**src/rtl/vga_scan_ctrl.sv**
```systemverilog
// Raster scan sequencer: pixel divider, x/y counters, sync/enable decode and frame-aligned mode register.
// Optional MODE_CYCLE_EN adds a synchronised pushbutton (i_btn_mode) that steps to the next mode.
module vga_scan_ctrl #(
  parameter int CLK_DIV  = 2,
  parameter int H_ACTIVE = 640,
  parameter int H_FP     = 16,
  parameter int H_SYNC   = 96,
  parameter int H_BP     = 48,
  parameter int V_ACTIVE = 480,
  parameter int V_FP     = 10,
  parameter int V_SYNC   = 2,
  parameter int V_BP     = 33
) (
  input  logic       i_clk,
  input  logic       i_rst_n,
  input  logic [1:0] i_mode_sel,
  input  logic       i_mode_sel_valid,
`ifdef MODE_CYCLE_EN
  input  logic       i_btn_mode,
`endif
  output logic       o_pix_tick,
  output logic [9:0] o_x,
  output logic [9:0] o_y,
  output logic       o_enable,
  output logic       o_hsync,
  output logic       o_vsync,
  output logic       o_frame_start,
  output logic [1:0] o_mode,
  output logic       o_mode_pending
);

  localparam int H_TOTAL = H_ACTIVE + H_FP + H_SYNC + H_BP;
  localparam int V_TOTAL = V_ACTIVE + V_FP + V_SYNC + V_BP;
  localparam int DIV_W   = (CLK_DIV > 1) ? $clog2(CLK_DIV) : 1;

  localparam logic [DIV_W-1:0] DIV_LAST = DIV_W'(CLK_DIV - 1);
  localparam logic [9:0] X_LAST   = 10'(H_TOTAL - 1);
  localparam logic [9:0] Y_LAST   = 10'(V_TOTAL - 1);
  localparam logic [9:0] X_ACT    = 10'(H_ACTIVE);
  localparam logic [9:0] Y_ACT    = 10'(V_ACTIVE);
  localparam logic [9:0] HS_START = 10'(H_ACTIVE + H_FP);
  localparam logic [9:0] HS_END   = 10'(H_ACTIVE + H_FP + H_SYNC);
  localparam logic [9:0] VS_START = 10'(V_ACTIVE + V_FP);
  localparam logic [9:0] VS_END   = 10'(V_ACTIVE + V_FP + V_SYNC);

  logic [DIV_W-1:0] r_div_cnt;
  logic [9:0]       r_x;
  logic [9:0]       r_y;
  logic             r_pix_tick;
  logic             r_enable;
  logic             r_hsync;
  logic             r_vsync;
  logic             r_frame_start;
  logic [1:0]       r_mode;
  logic [1:0]       r_pend_val;
  logic             r_pending;

  logic             w_adv;
  logic             w_x_wrap;
  logic             w_wrap;
  logic [9:0]       w_x_nxt;
  logic [9:0]       w_y_nxt;
  logic             w_req;
  logic [1:0]       w_req_mode;

  always_comb begin
    w_adv    = (r_div_cnt == DIV_LAST);
    w_x_wrap = (r_x == X_LAST);
    w_wrap   = w_adv && w_x_wrap && (r_y == Y_LAST);
    w_x_nxt  = r_x;
    w_y_nxt  = r_y;
    if (w_adv) begin
      if (w_x_wrap) begin
        w_x_nxt = '0;
        w_y_nxt = (r_y == Y_LAST) ? '0 : r_y + 10'd1;
      end else begin
        w_x_nxt = r_x + 10'd1;
      end
    end
  end

  // Decode from next-state counters so sync/enable line up with x/y on the same edge.
  always_ff @(posedge i_clk or negedge i_rst_n) begin
    if (!i_rst_n) begin
      r_div_cnt     <= '0;
      r_x           <= X_LAST;
      r_y           <= Y_LAST;
      r_pix_tick    <= 1'b0;
      r_enable      <= 1'b0;
      r_hsync       <= 1'b1;
      r_vsync       <= 1'b1;
      r_frame_start <= 1'b0;
    end else begin
      r_div_cnt     <= w_adv ? '0 : r_div_cnt + DIV_W'(1);
      r_pix_tick    <= w_adv;
      r_frame_start <= w_wrap;
      r_x           <= w_x_nxt;
      r_y           <= w_y_nxt;
      r_enable      <= (w_x_nxt < X_ACT) && (w_y_nxt < Y_ACT);
      r_hsync       <= !((w_x_nxt >= HS_START) && (w_x_nxt < HS_END));
      r_vsync       <= !((w_y_nxt >= VS_START) && (w_y_nxt < VS_END));
    end
  end

`ifdef MODE_CYCLE_EN
  logic       r_btn_meta;
  logic       r_btn_sync;
  logic       r_btn_prev;
  logic       w_btn_rise;
  logic [1:0] w_cycle_base;
  logic [1:0] w_cycle_next;

  always_ff @(posedge i_clk or negedge i_rst_n) begin
    if (!i_rst_n) begin
      r_btn_meta <= 1'b0;
      r_btn_sync <= 1'b0;
      r_btn_prev <= 1'b0;
    end else begin
      r_btn_meta <= i_btn_mode;
      r_btn_sync <= r_btn_meta;
      r_btn_prev <= r_btn_sync;
    end
  end

  // Step from whatever will be live next frame, so repeated presses keep advancing.
  always_comb begin
    w_btn_rise   = r_btn_sync && !r_btn_prev;
    w_cycle_base = r_pending ? r_pend_val : r_mode;
    case (w_cycle_base)
      2'b00:   w_cycle_next = 2'b01;
      2'b01:   w_cycle_next = 2'b10;
      default: w_cycle_next = 2'b00;
    endcase
  end
`endif

  always_comb begin
    w_req      = 1'b0;
    w_req_mode = r_pend_val;
`ifdef MODE_CYCLE_EN
    if (w_btn_rise) begin
      w_req      = 1'b1;
      w_req_mode = w_cycle_next;
    end
`endif
    if (i_mode_sel_valid) begin
      w_req      = 1'b1;
      w_req_mode = (i_mode_sel == 2'b11) ? 2'b10 : i_mode_sel;
    end
  end

  // A request landing on the wrap edge is kept for the following frame, not applied now.
  always_ff @(posedge i_clk or negedge i_rst_n) begin
    if (!i_rst_n) begin
      r_mode     <= 2'b00;
      r_pend_val <= 2'b00;
      r_pending  <= 1'b0;
    end else begin
      if (w_wrap && r_pending) begin
        r_mode <= r_pend_val;
      end
      if (w_req) begin
        r_pend_val <= w_req_mode;
        r_pending  <= 1'b1;
      end else if (w_wrap) begin
        r_pending  <= 1'b0;
      end
    end
  end

  assign o_pix_tick     = r_pix_tick;
  assign o_x            = r_x;
  assign o_y            = r_y;
  assign o_enable       = r_enable;
  assign o_hsync        = r_hsync;
  assign o_vsync        = r_vsync;
  assign o_frame_start  = r_frame_start;
  assign o_mode         = r_mode;
  assign o_mode_pending = r_pending;

endmodule
```
**config.mk**
```make
export PLATFORM = sky130hd
export DESIGN_NAME = vga_scan_ctrl
export DESIGN_NICKNAME = d
export VERILOG_FILES = /design/src/rtl/vga_scan_ctrl.sv
export SDC_FILE = /design/constraint.sdc
export NUM_CORES = 1
export LEC_CHECK = 0
export ABC_AREA = 1
export ABC_CLOCK_PERIOD_IN_PS = 4700
export CORE_MARGIN = 3
export CORE_UTILIZATION = 50
export CTS_CLUSTER_SIZE = 16
export DETAILED_ROUTE_END_ITERATION = 8
export MAX_ROUTING_LAYER = met4
export PLACE_DENSITY_LB_ADDON = 0.08
export SLEW_MARGIN = 20
export SYNTH_ARGS = -nofsm -noshare
export SYNTH_HDL_FRONTEND = slang
export SYNTH_SLANG_ARGS = --single-unit
```
**constraint.sdc**
```tcl
create_clock -name i_clk -period 4.7 [get_ports i_clk]
set_clock_uncertainty 0.2 [all_clocks]
set_input_delay 0.94 -clock i_clk [delete_from_list [all_inputs] [get_ports i_clk]]
set_output_delay 0.94 -clock i_clk [all_outputs]
set_load 0.03 [all_outputs]
```
* After elaboration in Yosys (flattened, before gate mapping)
Index checks and enable logic that the tools add are counted.
W data, S select, Z words.
** Operators by class
- $add $sub $neg :: 3
- $lt $le $gt $ge :: 6
- Equal/unequal tests :: 3
- Muxes and demuxes :: 10
- Reductions and logical operators :: 10
** Operators by type and width (number)
- $mux W10 :: 5
- $add A10 B1 Y10 const B :: 2
- $eq A10 B10 Y1 const B :: 2
- $lt A10 B10 Y1 const B :: 2
- $lt A10 B9 Y1 const B :: 2
- $ge A10 B10 Y1 const B :: 1
- $ge A10 B9 Y1 const B :: 1
- $logic_and A1 B1 Y1 :: 6
- $mux W1 :: 4
- $eq A2 B2 Y1 const B :: 1
- $logic_not A1 Y1 :: 2
- $mux W2 :: 1
- $reduce_and A2 Y1 :: 1
- $reduce_bool A2 Y1 :: 1
- $add A1 B1 Y1 const B :: 1
** Storage, ports and cells
- Flip-flop bits (word level) :: 31
- Input port bits :: 5
- Output and inout port bits :: 28
- Logic and storage cells :: 43

* Depth between registers and ports, before layout
- Word-level depth :: 7
- Depth in mapped cells :: 14
- Gate-level depth less buffers :: 14

* Worst setup path after synthesis
Ideal clock, no wire load.
- Path kind :: reg2reg
- Start point :: reg r_x[0], in the netlist o_x[0]
- End point :: reg r_enable, in the netlist o_enable
- Library setup time :: 0.119 ns
- Arrival time :: 1.734 ns
- Required time :: 4.381 ns
- Slack :: 2.647 ns
- Stages on the path, launching flop included :: 11
- Buffers on the path :: 0
- Clock period less this slack :: 2.053 ns
- Cell sequence :: dfstp_2 ha_1 nand2_1 nor2_4 nand3_2 nor2_1 nor2_1 nor2_2 nand3_1 nor2_1 nor2_1
** Between the ends
- Longest elaborated chain between the ends :: 5
- Elaborated cells on any way between the ends :: 9
- Classes of those cells :: add/sub (1); order compare (2); eq/ne (1); mux (4); reduce/logical (1)
** Ends and longest elaborated chain
- start: declaration :: RTL line 47 : logic [9:0] r_x;
- start signal: assignment :: RTL line 97 : r_x <= w_x_nxt;
- $eq A10 B10 Y1 :: RTL line 68 : w_x_wrap = (r_x == X_LAST);
- $mux W10 :: RTL line 73 : if (w_x_wrap) begin
- $mux W10 :: RTL line 72 : if (w_adv) begin
- named net w_y_nxt[7] :: RTL line 62 : logic [9:0] w_y_nxt;
- $lt A10 B9 Y1 :: RTL line 99 : r_enable <= (w_x_nxt < X_ACT) && (w_y_nxt < Y_ACT);
- $logic_and A1 B1 Y1 :: RTL line 99
- end signal: assignment :: RTL line 99
- end: declaration :: RTL line 50 : logic r_enable;
The timed path passes the listed nets, and every way through them passes these cells.
A chain may end at the register's enable or synchronous reset.

* Worst setup path after layout
- Start point :: reg r_y[3], in the netlist o_y[3]
- End point :: out o_y[3]
** RTL lines
- start: declaration :: RTL line 48 : logic [9:0] r_y;
- start signal: assignment :: RTL line 98 : r_y <= w_y_nxt;
- end: declaration :: RTL line 23 : output logic [9:0] o_y,
No word-level cell between the ends.

==> qor.yml <==
status:
  outcome: "finished clean"
pwr:
  pwr-share-seq_pct: 60.9
  switching_share_pct: 21.8
  p_int_mw: 0.345
  power.density_mw_per_mm2: 204
  ir_drop_uv: 140
  p_switching_mw: 0.0961
  p_leak_nw: 1.00
  p_total_mw: 0.441
  clockPowerShare_pct: 36.6
  p_comb_share_pct: 2.5
logic_synthesis:
  post_synth_num_cell_types: 25
  ys_ff_latch: 31
  synth.avg_cell_area_um2: 7.59
  netlist_instances: 227
  yosysTopAreaCellShare_pct: 27.6
  yosysSeqAreaShare_pct: 45.9
  yosys_warnings: 0
  synth.net_count: 235
  synthesis.area_mm2: 0.00172
  synth_area_leaders: "dfrtp_1 28%, dfstp_2 18%, nand2_1 14%"
  yosysTopAreaCell: "dfrtp_1"
place:
  placement.io_buffers: 32
  dp_slack_ns: 2.32
  hpwl_mm: 2.71
  dpl_cell_area_mm2: 0.00210
  gp_congestion: 0.864
  place_inst: 303
setup_path:
  startpoint_type: "flop"
  path_cells: "clkdlybuf4s50_1"
  cp.required_ns: 3.56
  path_delay_family: "buffers and inverters"
  critical_path_peak_fanout: 7
  cp_num_buf_inv: 1
  slowest_stage: "clkdlybuf4s50_1"
  cp-end-kind: "output pin"
  crit_type: "reg -> out"
  max_stage_delay_ns: 0.68
  worstPathArrival_ns: 1.59
hold_path:
  min_path_type: "reg -> reg"
grt:
  use_met2_pct: 30.8
  antenna_found_initial: 0
  grt_pass1_wl_mm: 6.11
  gr-usage-all-layers_pct: 19.4
  use_met1_pct: 24.6
  grt-ovfl-total: 0
  grt.busiest_layer: "met2"
  grt_pass1_vias: 1420
  use_met3_pct: 5.55
  grt_max_degree: 32
finish:
  drive_gt1_share_pct: 15.4
  post-route-cell-area_mm2: 0.00216
  nets: 274
  final_cell_mix: "62 x nand2_1, 33 x inv_1, 32 x clkdlybuf4s50_1"
  area_growth_pct: 25.4
  fin_cells: 311
  final_util_pct: 68.0
  diodes: 0
  layout_commonest_cell: "nand2_1"
sta:
  whs_ns: 0.294
  hold_viol: 0
  drv_slew: 0
  period_share_pct: 58.1
  tns_ns: 0
  layout_min_cycle_time_ns: 2.73
  maxSlewHeadroom_pct: 62.9
  fmax_mhz: 366
  worst_slack_ns: 1.97
  finalSetupViolations: 0
  worstMarginPinSlew_ns: 0.556
  rsz0062_at_grt: "false"
clocking:
  clk_pin_slew_ns: 0.09
  htree_num_levels: 2
  insertion_delay_ns: 0.32
  cts.sinks: 31
  holdBufCountCts: 0
  ctsResizeCount: 0
  cts_buffers: 5
  post-cts-setup-buffers: 0
  cts_tree: "yes"
  cts-root-buf: "clkbuf_4"
  cts.path.max_buffers: 2
die:
  die_w_um: 64.7
  die_y_um: 64.7
  core-area_mm2: 0.00318
  core.rowCount: 20
  die-area_mm2: 0.00419
  num_io_pins: 33
  initial_core_util_pct: 54.2
flow_run:
  max-cap-violations: 0
drt:
  num_vias: 1518
  wl_per_cell_um: 11.3
  firstDrtPassIters: 4
  initialDrtViolationCount: 81
  ant_nets: 0
  viasPerCell: 4.88
  drc: 0
  wirelength_mm: 3.51
[power by group through the flow]
stage / combinational, mW / sequential, mW / clock, mW
global route: 0.0129 / 0.269 / 0.182
detailed placement: 0.0115 / 0.274 / 0
global placement: 0.0116 / 0.274 / 0
CTS: 0.0115 / 0.269 / 0.165
floorplan: 0.00202 / 0.274 / 0
finish: 0.0111 / 0.269 / 0.161
[per-layer routing]
| layer | vias to the layer above | wire length, µm |
|---|---|---|
| met5 | - | 0 |
| met3 | 4 | 183 |
| met4 | 0 | 27 |
| met2 | 42 | 1670 |
| li1 | 776 | - |
| met1 | 696 | 1630 |
[synth_stat cells (all sizes together)]
library cell and number:
nand3 21, dfstp 12, nand4 7, a21boi 3, xor2 1, dfrtp 19
inv 39, o21bai 2, o21ai 8, or2 1, xnor2 3, nand2 63
a21oi 5, buf 1, nor2 33, clkinv 6, ha 3
[worst paths after layout]
kind                       endpoint  slack [ns]  startpoint  cells after the start
setup / recovery             o_y[3]        1.97      o_y[3]                      1
hold / removal               o_x[1]        0.29      o_x[1]                      2
setup reg to reg           o_enable        2.53      o_x[0]                     11
hold reg to reg              o_x[1]        0.29      o_x[1]                      2
max in group asynchronous    o_x[8]        3.18     i_rst_n                      2
min in group asynchronous    o_y[1]        0.80     i_rst_n                      2
[state kept, by name (all words and copies together), names as in the netlist]
| register | flops |
|---|---|
| o_y | 10 |
| o_enable | 1 |
| o_x | 10 |
| o_pix_tick | 1 |
| r_div_cnt | 1 |
| o_hsync | 1 |
| o_mode | 2 |
| r_pend_val | 2 |
| o_mode_pending | 1 |
| o_frame_start | 1 |
| o_vsync | 1 |
[final cells by class]
type	instances	area, µm²
clock inverter	1	5.00
tap	44	55.1
clock buffer	7	55.1
fill	279	1020
inverter	45	169
timing repair buffer	33	328
multi-input combinational	150	758
sequential	31	791
[kinds of logic (layout without fill, tap and decap cells)]
family | after synthesis | in the layout | share of synthesized area (%)
buffers and inverters | 46 | 86 | 10.1
adders and majority gates | 3 | 3 | 2.18
xor gates and xnor gates | 4 | 4 | 2.03
and+or+nand+nor | 125 | 125 | 33.8
AOI/OAI and AO/OA | 18 | 18 | 5.95
DFF | 31 | 31 | 45.9
No activity file was read; power rests on OpenSTA's default activity.
